File: src/rtl/cdc_bus_arbiter.sv
// Source-domain front end for a multi-flop bus synchronizer: round-robin shares one channel
// between NUM_REQ requesters and shapes bus_enable into fixed-length high/low windows.
module cdc_bus_arbiter #(
  parameter int unsigned BUS_WIDTH   = 8,
  parameter int unsigned NUM_REQ     = 4,
  parameter int unsigned HOLD_CYCLES = 7,
  parameter int unsigned GAP_CYCLES  = 7
) (
  input  logic                          CLK,
  input  logic                          RST,
  input  logic [NUM_REQ-1:0]            req,
  input  logic [NUM_REQ*BUS_WIDTH-1:0]  req_data,
  output logic [NUM_REQ-1:0]            ack,
  output logic [BUS_WIDTH-1:0]          Unsync_bus,
  output logic                          bus_enable,
  output logic [$clog2(NUM_REQ)-1:0]    grant_id,
  output logic                          busy
);

  localparam int unsigned IdW = $clog2(NUM_REQ);

  typedef enum logic [1:0] {StIdle, StHold, StGap} state_e;

  state_e                 state_q, state_d;
  logic [IdW-1:0]         ptr_q, ptr_d;
  logic [7:0]             cnt_q, cnt_d;
  logic [BUS_WIDTH-1:0]   bus_q, bus_d;
  logic                   en_q, en_d;
  logic [NUM_REQ-1:0]     ack_q, ack_d;
  logic [IdW-1:0]         gid_q, gid_d;
  logic                   busy_q, busy_d;

  logic [BUS_WIDTH-1:0]   slot [NUM_REQ];
  logic                   arb_found;
  logic [IdW-1:0]         arb_sel;
  logic [IdW-1:0]         arb_idx;
  logic                   do_grant;

  for (genvar i = 0; i < NUM_REQ; i++) begin : g_slot
    assign slot[i] = req_data[i*BUS_WIDTH +: BUS_WIDTH];
  end

  // Round-robin search starting at ptr_q; first set request wins.
  always_comb begin
    arb_found = 1'b0;
    arb_sel   = '0;
    arb_idx   = '0;
    for (int unsigned k = 0; k < NUM_REQ; k++) begin
      arb_idx = IdW'((32'(ptr_q) + k) % NUM_REQ);
      if (!arb_found && req[arb_idx]) begin
        arb_found = 1'b1;
        arb_sel   = arb_idx;
      end
    end
  end

  always_ff @(posedge CLK) begin
    if (RST) begin
      state_q <= StIdle;
      ptr_q   <= '0;
      cnt_q   <= '0;
      bus_q   <= '0;
      en_q    <= 1'b0;
      ack_q   <= '0;
      gid_q   <= '0;
      busy_q  <= 1'b0;
    end else begin
      state_q <= state_d;
      ptr_q   <= ptr_d;
      cnt_q   <= cnt_d;
      bus_q   <= bus_d;
      en_q    <= en_d;
      ack_q   <= ack_d;
      gid_q   <= gid_d;
      busy_q  <= busy_d;
    end
  end

  // Requests are only looked at in IDLE or on the last GAP cycle.
  always_comb begin
    state_d  = state_q;
    do_grant = 1'b0;
    unique case (state_q)
      StIdle: begin
        if (arb_found) begin
          do_grant = 1'b1;
          state_d  = StHold;
        end
      end
      StHold: begin
        if (cnt_q == 8'd0) begin
          state_d = StGap;
        end
      end
      StGap: begin
        if (cnt_q == 8'd0) begin
          if (arb_found) begin
            do_grant = 1'b1;
            state_d  = StHold;
          end else begin
            state_d = StIdle;
          end
        end
      end
      default: state_d = StIdle;
    endcase
  end

  always_comb begin
    ptr_d  = ptr_q;
    cnt_d  = cnt_q;
    bus_d  = bus_q;
    en_d   = en_q;
    ack_d  = '0;
    gid_d  = gid_q;
    busy_d = busy_q;
    if (do_grant) begin
      bus_d  = slot[arb_sel];
      en_d   = 1'b1;
      gid_d  = arb_sel;
      ack_d  = NUM_REQ'(1) << arb_sel;
      ptr_d  = (arb_sel == IdW'(NUM_REQ - 1)) ? '0 : arb_sel + IdW'(1);
      cnt_d  = 8'(HOLD_CYCLES - 1);
      busy_d = 1'b1;
    end else begin
      unique case (state_q)
        StHold: begin
          if (cnt_q == 8'd0) begin
            en_d  = 1'b0;
            cnt_d = 8'(GAP_CYCLES - 1);
          end else begin
            cnt_d = cnt_q - 8'd1;
          end
        end
        StGap: begin
          if (cnt_q == 8'd0) begin
            busy_d = 1'b0;
          end else begin
            cnt_d = cnt_q - 8'd1;
          end
        end
        default: ;
      endcase
    end
  end

  always_comb begin
    ack        = ack_q;
    Unsync_bus = bus_q;
    bus_enable = en_q;
    grant_id   = gid_q;
    busy       = busy_q;
  end

endmodule

File: config.mk
export PLATFORM = sky130hd
export DESIGN_NAME = cdc_bus_arbiter
export DESIGN_NICKNAME = d
export VERILOG_FILES = /design/src/rtl/cdc_bus_arbiter.sv
export SDC_FILE = /design/constraint.sdc
export NUM_CORES = 1
export LEC_CHECK = 0
export CAP_MARGIN = 20
export CORE_ASPECT_RATIO = 0.7
export CORE_MARGIN = 1
export CORE_UTILIZATION = 55
export DETAILED_ROUTE_END_ITERATION = 8
export DONT_BUFFER_PORTS = 1
export PLACE_DENSITY = 0.7
export SLEW_MARGIN = 20
export SYNTH_ARGS = -nofsm -noshare
export SYNTH_HDL_FRONTEND = slang
export SYNTH_SLANG_ARGS = --single-unit
File: constraint.sdc
create_clock -name CLK -period 2.24 [get_ports CLK]
set_input_delay 0.56 -clock CLK [delete_from_list [all_inputs] [get_ports CLK]]
set_output_delay 0.56 -clock CLK [all_outputs]
set_load 0.01 [all_outputs]
==> flow_summary.json, run 1 <==
{
  "grt_overflow": 0,
  "dr_total_vias": 1150,
  "yosys_register_bits": 28,
  "powerDensity_nw_per_um2": 946,
  "wirelength_um": 2840,
  "rsz0062_at_grt": "false",
  "antennaDiodeCount": 0,
  "clkTransAtPathRegs_ns": 0.09,
  "antenna_found_initial": 0,
  "finalCritPeriodShare_pct": 87.6,
  "area_growth_pct": 3.39,
  "status": "completed",
  "power_mw": 1.41,
  "multi_input_area_um2": 826,
  "syn_area_per_cell_um2": 9.23,
  "htree_levels": 1,
  "ys.warnings.count": 0,
  "peakVddDrop_mv": 0.441,
  "setup_viol": 0,
  "globalRoute.busiestLayer": "met2",
  "max_freq_mhz": 510,
  "cts.path.max_buffers": 2,
  "dieHeight_um": 44.8,
  "dieArea_um2": 2830,
  "cts_root_buf": "clkbuf_8",
  "yosysSeqAreaShare_pct": 38.9,
  "worstPathMaxFanout": 14,
  "worst_ep_arrival_time_ns": 2.14,
  "clkSinkCount": 28,
  "hold_viol": 0,
  "placementRows": 15,
  "insertion_delay_ns": 0.27,
  "instances_no_fill": 186,
  "synthTopCellsByCount": "dfxtp_1, nor2_1, mux2i_1",
  "start_kind": "flip-flop",
  "drive_gt1_share_pct": 7.24,
  "synth-edff-count": 0,
  "drc_errors": 0,
  "path_class": "reg -> reg",
  "yosys-top-cells-area": "dfxtp_1, mux2i_1, nor2_1",
  "syn-num-nets": 196,
  "grt_use_total_pct": 21.7,
  "hpwl_um": 2070,
  "grt_pass1_vias": 1001,
  "numCtsBuffers": 3,
  "wl_per_cell_um": 15.3,
  "met2_usage_pct": 33.8,
  "final_nets": 194,
  "start_util_pct": 58.1,
  "met3_usage_pct": 6.31,
  "grt_pass1_wl_um": 4710,
  "async_flop_share_pct": 0,
  "drt-pass1-iter-count": 4,
  "grt_max_degree": 22,
  "synth_most_common_cell": "dfxtp_1",
  "use_met1_pct": 29.4,
  "drtIter0Drc": 62,
  "synth_top_area_share_pct": 38.9,
  "register_area_um2": 561,
  "cts_tree": "yes",
  "fill_cells": 227,
  "portBuffers": 0,
  "hold_class": "in -> reg",
  "drv_slew": 0,
  "crit_required_ns": 2.42,
  "gp_congestion": 0.772,
  "die_x_um": 63.2,
  "viasPerCell": 6.18,
  "dp.cells": 183,
  "core_um2": 2480,
  "fin_skew_ns": 0.00118,
  "cts_hold_buf": 0,
  "antenna_left": 0,
  "syn_inst": 156,
  "relSlewSlack_pct": 64.8,
  "synth_cell_types": 39,
  "min_period_ns": 1.96,
  "syn-cell-area_um2": 1440,
  "setup_tns_ns": 0,
  "worstMarginPinSlew_ns": 0.528,
  "synth_top_cell_by_area": "dfxtp_1",
  "cap_violations": 0,
  "crit_path_end_kind": "flip-flop",
  "leakage_nw": 0.564,
  "hold_slack_ns": 0.349,
  "pin_count": 54,
  "synth_ff_type": "dfxtp_1"
}
cells in the final DEF, fill, tap and decap left out, types with 2 or more instances in the layout:
| cell | n |
|---|---|
| dfxtp_1 | 28 |
| nor2_1 | 24 |
| mux2i_1 | 16 |
| nand3b_1 | 9 |
| o221ai_1 | 8 |
| nand2_1 | 7 |
| a21oi_1 | 5 |
| nor3_1 | 5 |
| xor2_1 | 5 |
| nor2b_1 | 4 |
| nand2b_1 | 4 |
| inv_1 | 3 |
| o211ai_1 | 3 |
| clkbuf_8 | 3 |
| a211oi_1 | 2 |
| nor3b_1 | 2 |
| o21ai_0 | 2 |
| ha_1 | 2 |
sequential cells by signal (all words and copies together), names as in the netlist:
signal / cells
Unsync_bus: 8
cnt_q: 8
ack: 4
grant_id: 2
ptr_q: 2
state_q: 2
bus_enable: 1
busy: 1
per-layer routing:
layer | wire length (µm) | part of all wire [%] | vias to the layer above
met3 | 163 | 5.7 | 2
met5 | 0 | 0 | -
met2 | 1280 | 45 | 43
met4 | 16 | 0.56 | 0
li1 | - | - | 553
met1 | 1380 | 49 | 552
path summary, 6_finish.rpt:
kind                     end  slack (ns)  startpoint  depth (start not counted)
hold reg to reg   state_q[0]        0.49  state_q[0]                          2
setup / recovery    ptr_q[1]        0.28    cnt_q[0]                          6
hold / removal    state_q[1]        0.35         RST                          1
setup reg to reg    ptr_q[1]        0.28    cnt_q[0]                          6
worst max-delay path: stages (launching register included):
cell,delay [ns]
dfxtp_1,0.35
inv_1,0.12
ha_1,0.17
nor3b_2,0.30
a21boi_2,0.13
or2_1,0.43
o41ai_2,0.36
timing repair:
action	4_1_cts	5_1_grt
gates resized for setup	0	1
endpoints found under the setup margin	0	12
buffers inserted	0	0
cell type report:
cell class              instances  share of cell area (%)
flip-flops and latches         28                    37.6
clock buffers                   3                    2.77
inverters                       3                   0.756
repair buffers                  1                   0.504
well taps                      34                    2.86
multi-input cells             117                    55.5
cells by family after synthesis:
logic type,share of synthesized area (%)
buffers and inverters,3.74
AO/OA/AOI/OAI,16.4
flip-flops,38.9
multiplexers,11.9
XOR/XNOR,3.65
AND/OR/NAND/NOR,23.6
adder cells (fa/ha/maj),1.74
where the power goes:
part           leakage, nW  total, mW  switching (mW)  internal [mW]
combinational        0.312      0.451           0.256          0.195
sequential           0.231      0.694           0.104          0.590
clock               0.0216      0.264           0.143          0.121
metrics by stage:
stage | utilization [%] | setup WS [ns] | area (µm²)
2_1_floorplan | - | 0.465 | 1440
3_3_place_gp | 58.4 | 0.293 | 1450
3_5_place_dp | 58.4 | 0.114 | 1450
4_1_cts | 60.1 | 0.0927 | 1490
5_1_grt | 60.1 | 0.0709 | 1490
6_report | 60.1 | 0.278 | 1490
Power figures use the tool's default switching activity.
==> inputs of run 2 (changes only) <==
- ABC_AREA: unset -> 1
==> flow_summary.json, run 2 <==
{
  "grt_use_total_pct": 21.5,
  "grt_pass1_vias": 1198,
  "dp.cells": 290,
  "syn_area_per_cell_um2": 6.47,
  "fin_skew_ns": 0.00823,
  "synth_most_common_cell": "nand2_1",
  "worst_ep_arrival_time_ns": 2.09,
  "instances_no_fill": 294,
  "layout_common_cells": "nand2_1, inv_1, dfxtp_1, nand3_1, nor2_1",
  "portBuffers": 0,
  "drc_errors": 0,
  "relSlewSlack_pct": 77.8,
  "syn-num-nets": 297,
  "path_common_cell": "nand2_1",
  "post_cts_buffers": 0,
  "start_kind": "flip-flop",
  "yosys_register_bits": 28,
  "dieArea_um2": 3250,
  "hold_viol": 0,
  "die_x_um": 67.7,
  "cp_slowest_cell": "dfxtp_1",
  "critPathTopFamily": "simple AND/OR/NAND/NOR gates",
  "async_flop_share_pct": 0,
  "synth_top_cell_by_area": "dfxtp_1",
  "insertion_delay_ns": 0.28,
  "numCtsBuffers": 3,
  "antenna_left": 0,
  "grt_pass1_wl_um": 5160,
  "antennaDiodeCount": 0,
  "placed_area_um2": 1680,
  "cts_tree": "yes",
  "critPathBufInv": 2,
  "drt-pass1-iter-count": 4,
  "hpwl_um": 2530,
  "synthTopCellsByCount": "nand2_1, inv_1, dfxtp_1",
  "design_area_um2": 1750,
  "synth_ff_type": "dfxtp_1",
  "cap_violations": 0,
  "crit_chain": "buf_4, nand2_2, nand3_1, nand2_2, a21oi_1, nand2_1, nand2_4, inv_2, nand2_1, nand2_1, nand2_1, nand3_1",
  "peakVddDrop_mv": 0.628,
  "drv_slew": 0,
  "setup_viol": 0,
  "pin_count": 54,
  "viasPerCell": 5.18,
  "multi_input_area_um2": 931,
  "cts.path.max_buffers": 2,
  "powerDensity_nw_per_um2": 1510,
  "max_freq_mhz": 521,
  "final_common_cell": "nand2_1",
  "finalCritPeriodShare_pct": 85.7,
  "start_util_pct": 58.5,
  "leakage_nw": 0.905,
  "dr_total_vias": 1522,
  "setup_tns_ns": 0,
  "path_class": "reg -> reg",
  "core_um2": 2840,
  "synth_top_area_share_pct": 33.7,
  "register_area_um2": 561,
  "syn_inst": 257,
  "synth_cell_types": 32,
  "dieHeight_um": 48.0,
  "syn-cell-area_um2": 1660,
  "cts_resized": 0,
  "cpPeakStageDelay_ns": 0.40,
  "ys.warnings.count": 0,
  "yosysSeqAreaShare_pct": 33.7,
  "cts_hold_buf": 0,
  "wl_per_cell_um": 11.2,
  "crit_path_end_kind": "flip-flop",
  "clkSinkCount": 28,
  "grt_max_degree": 28,
  "yosys-top-cells-area": "dfxtp_1, nand2_1, nand3_1",
  "fill_cells": 275,
  "area_growth_pct": 5.49,
  "status": "completed",
  "grt_overflow": 0,
  "worstMarginPinSlew_ns": 0.332,
  "hold_class": "in -> reg",
  "final_nets": 299,
  "drtIter0Drc": 75,
  "min_period_ns": 1.92,
  "drive_gt1_share_pct": 10.1,
  "cts_root_buf": "clkbuf_8",
  "antenna_found_initial": 0,
  "crit_required_ns": 2.41,
  "wirelength_um": 3280,
  "gp_congestion": 0.899,
  "synth-edff-count": 0,
  "worstPathMaxFanout": 27,
  "clkTransAtPathRegs_ns": 0.10,
  "placementRows": 16,
  "rsz0062_at_grt": "false",
  "htree_levels": 1
}
==> run 2: cell types whose count changed after synthesis, sizes merged, moves of 7 or more <==
cell,delta
inv,+32
mux2i,-16
nand2,+99
nand3,+28
nand3b,-7
nor2,-11
o221ai,-8
or2,+7
==> run 2: worst paths after layout <==
check	startpoint	to	slack [ns]	cells after the start
min	RST	cnt_q[2]	0.35	1
min reg2reg	cnt_q[0]	cnt_q[0]	0.49	2
max reg2reg	ptr_q[0]	Unsync_bus[3]	0.32	12
max	ptr_q[0]	Unsync_bus[3]	0.32	12
==> run 2: through the flow <==
step / hold WS, ns / util [%] / total power, mW / setup slack [ns]
2_1_floorplan: 0.457 / - / 2.05 / 0.455
3_3_place_gp: 0.477 / 59.2 / 2.24 / 0.345
3_5_place_dp: 0.473 / 59.2 / 2.26 / 0.303
4_1_cts: 0.341 / 61.7 / 2.67 / 0.332
5_1_grt: 0.330 / 61.7 / 2.93 / 0.129
6_report: 0.345 / 61.7 / 2.65 / 0.320
==> run 2: layer usage <==
| layer | global-route usage [%] | part of all wire [%] |
|---|---|---|
| met5 | 0 | 0 |
| met4 | 3.83 | 0.43 |
| met3 | 6.43 | 6.8 |
| met2 | 32.7 | 41 |
| met1 | 30.2 | 52 |
==> run 2: cells by family (layout without fill, tap and decap cells) <==
| logic type | after synthesis | after routing | share of synthesized area, % |
|---|---|---|---|
| compound gates | 16 | 16 | 5.57 |
| xor+xnor | 4 | 4 | 2.11 |
| fa+ha+maj | 2 | 2 | 1.50 |
| buf+inv | 40 | 41 | 10.3 |
| flops | 28 | 28 | 33.7 |
| simple gates | 167 | 167 | 46.8 |
==> run 2: area by class of cell <==
type                            instances  area share, %
Clock inverter                          1           1.71
Sequential cell                        28           32.0
Tap cell                               36           2.57
Timing Repair Buffer                    2          0.856
Clock buffer                            3           2.35
Multi-Input combinational cell        189           53.1
Inverter                               35           7.49
==> run 2: where the power goes <==
| part | total [mW] | leakage, nW | switching (mW) | internal, mW |
|---|---|---|---|---|
| sequential | 0.849 | 0.230 | 0.173 | 0.676 |
| clock | 0.401 | 0.0357 | 0.162 | 0.239 |
| combinational | 1.40 | 0.639 | 0.938 | 0.465 |
==> run 2: worst reg2reg max path: stages, from the launching register on <==
cell and delay [ns]:
dfxtp_1 0.40, buf_4 0.19, nand2_2 0.07, nand3_1 0.12, nand2_2 0.10, a21oi_1 0.15
nand2_1 0.14, nand2_4 0.24, inv_2 0.15, nand2_1 0.08, nand2_1 0.05, nand2_1 0.05
nand3_1 0.07
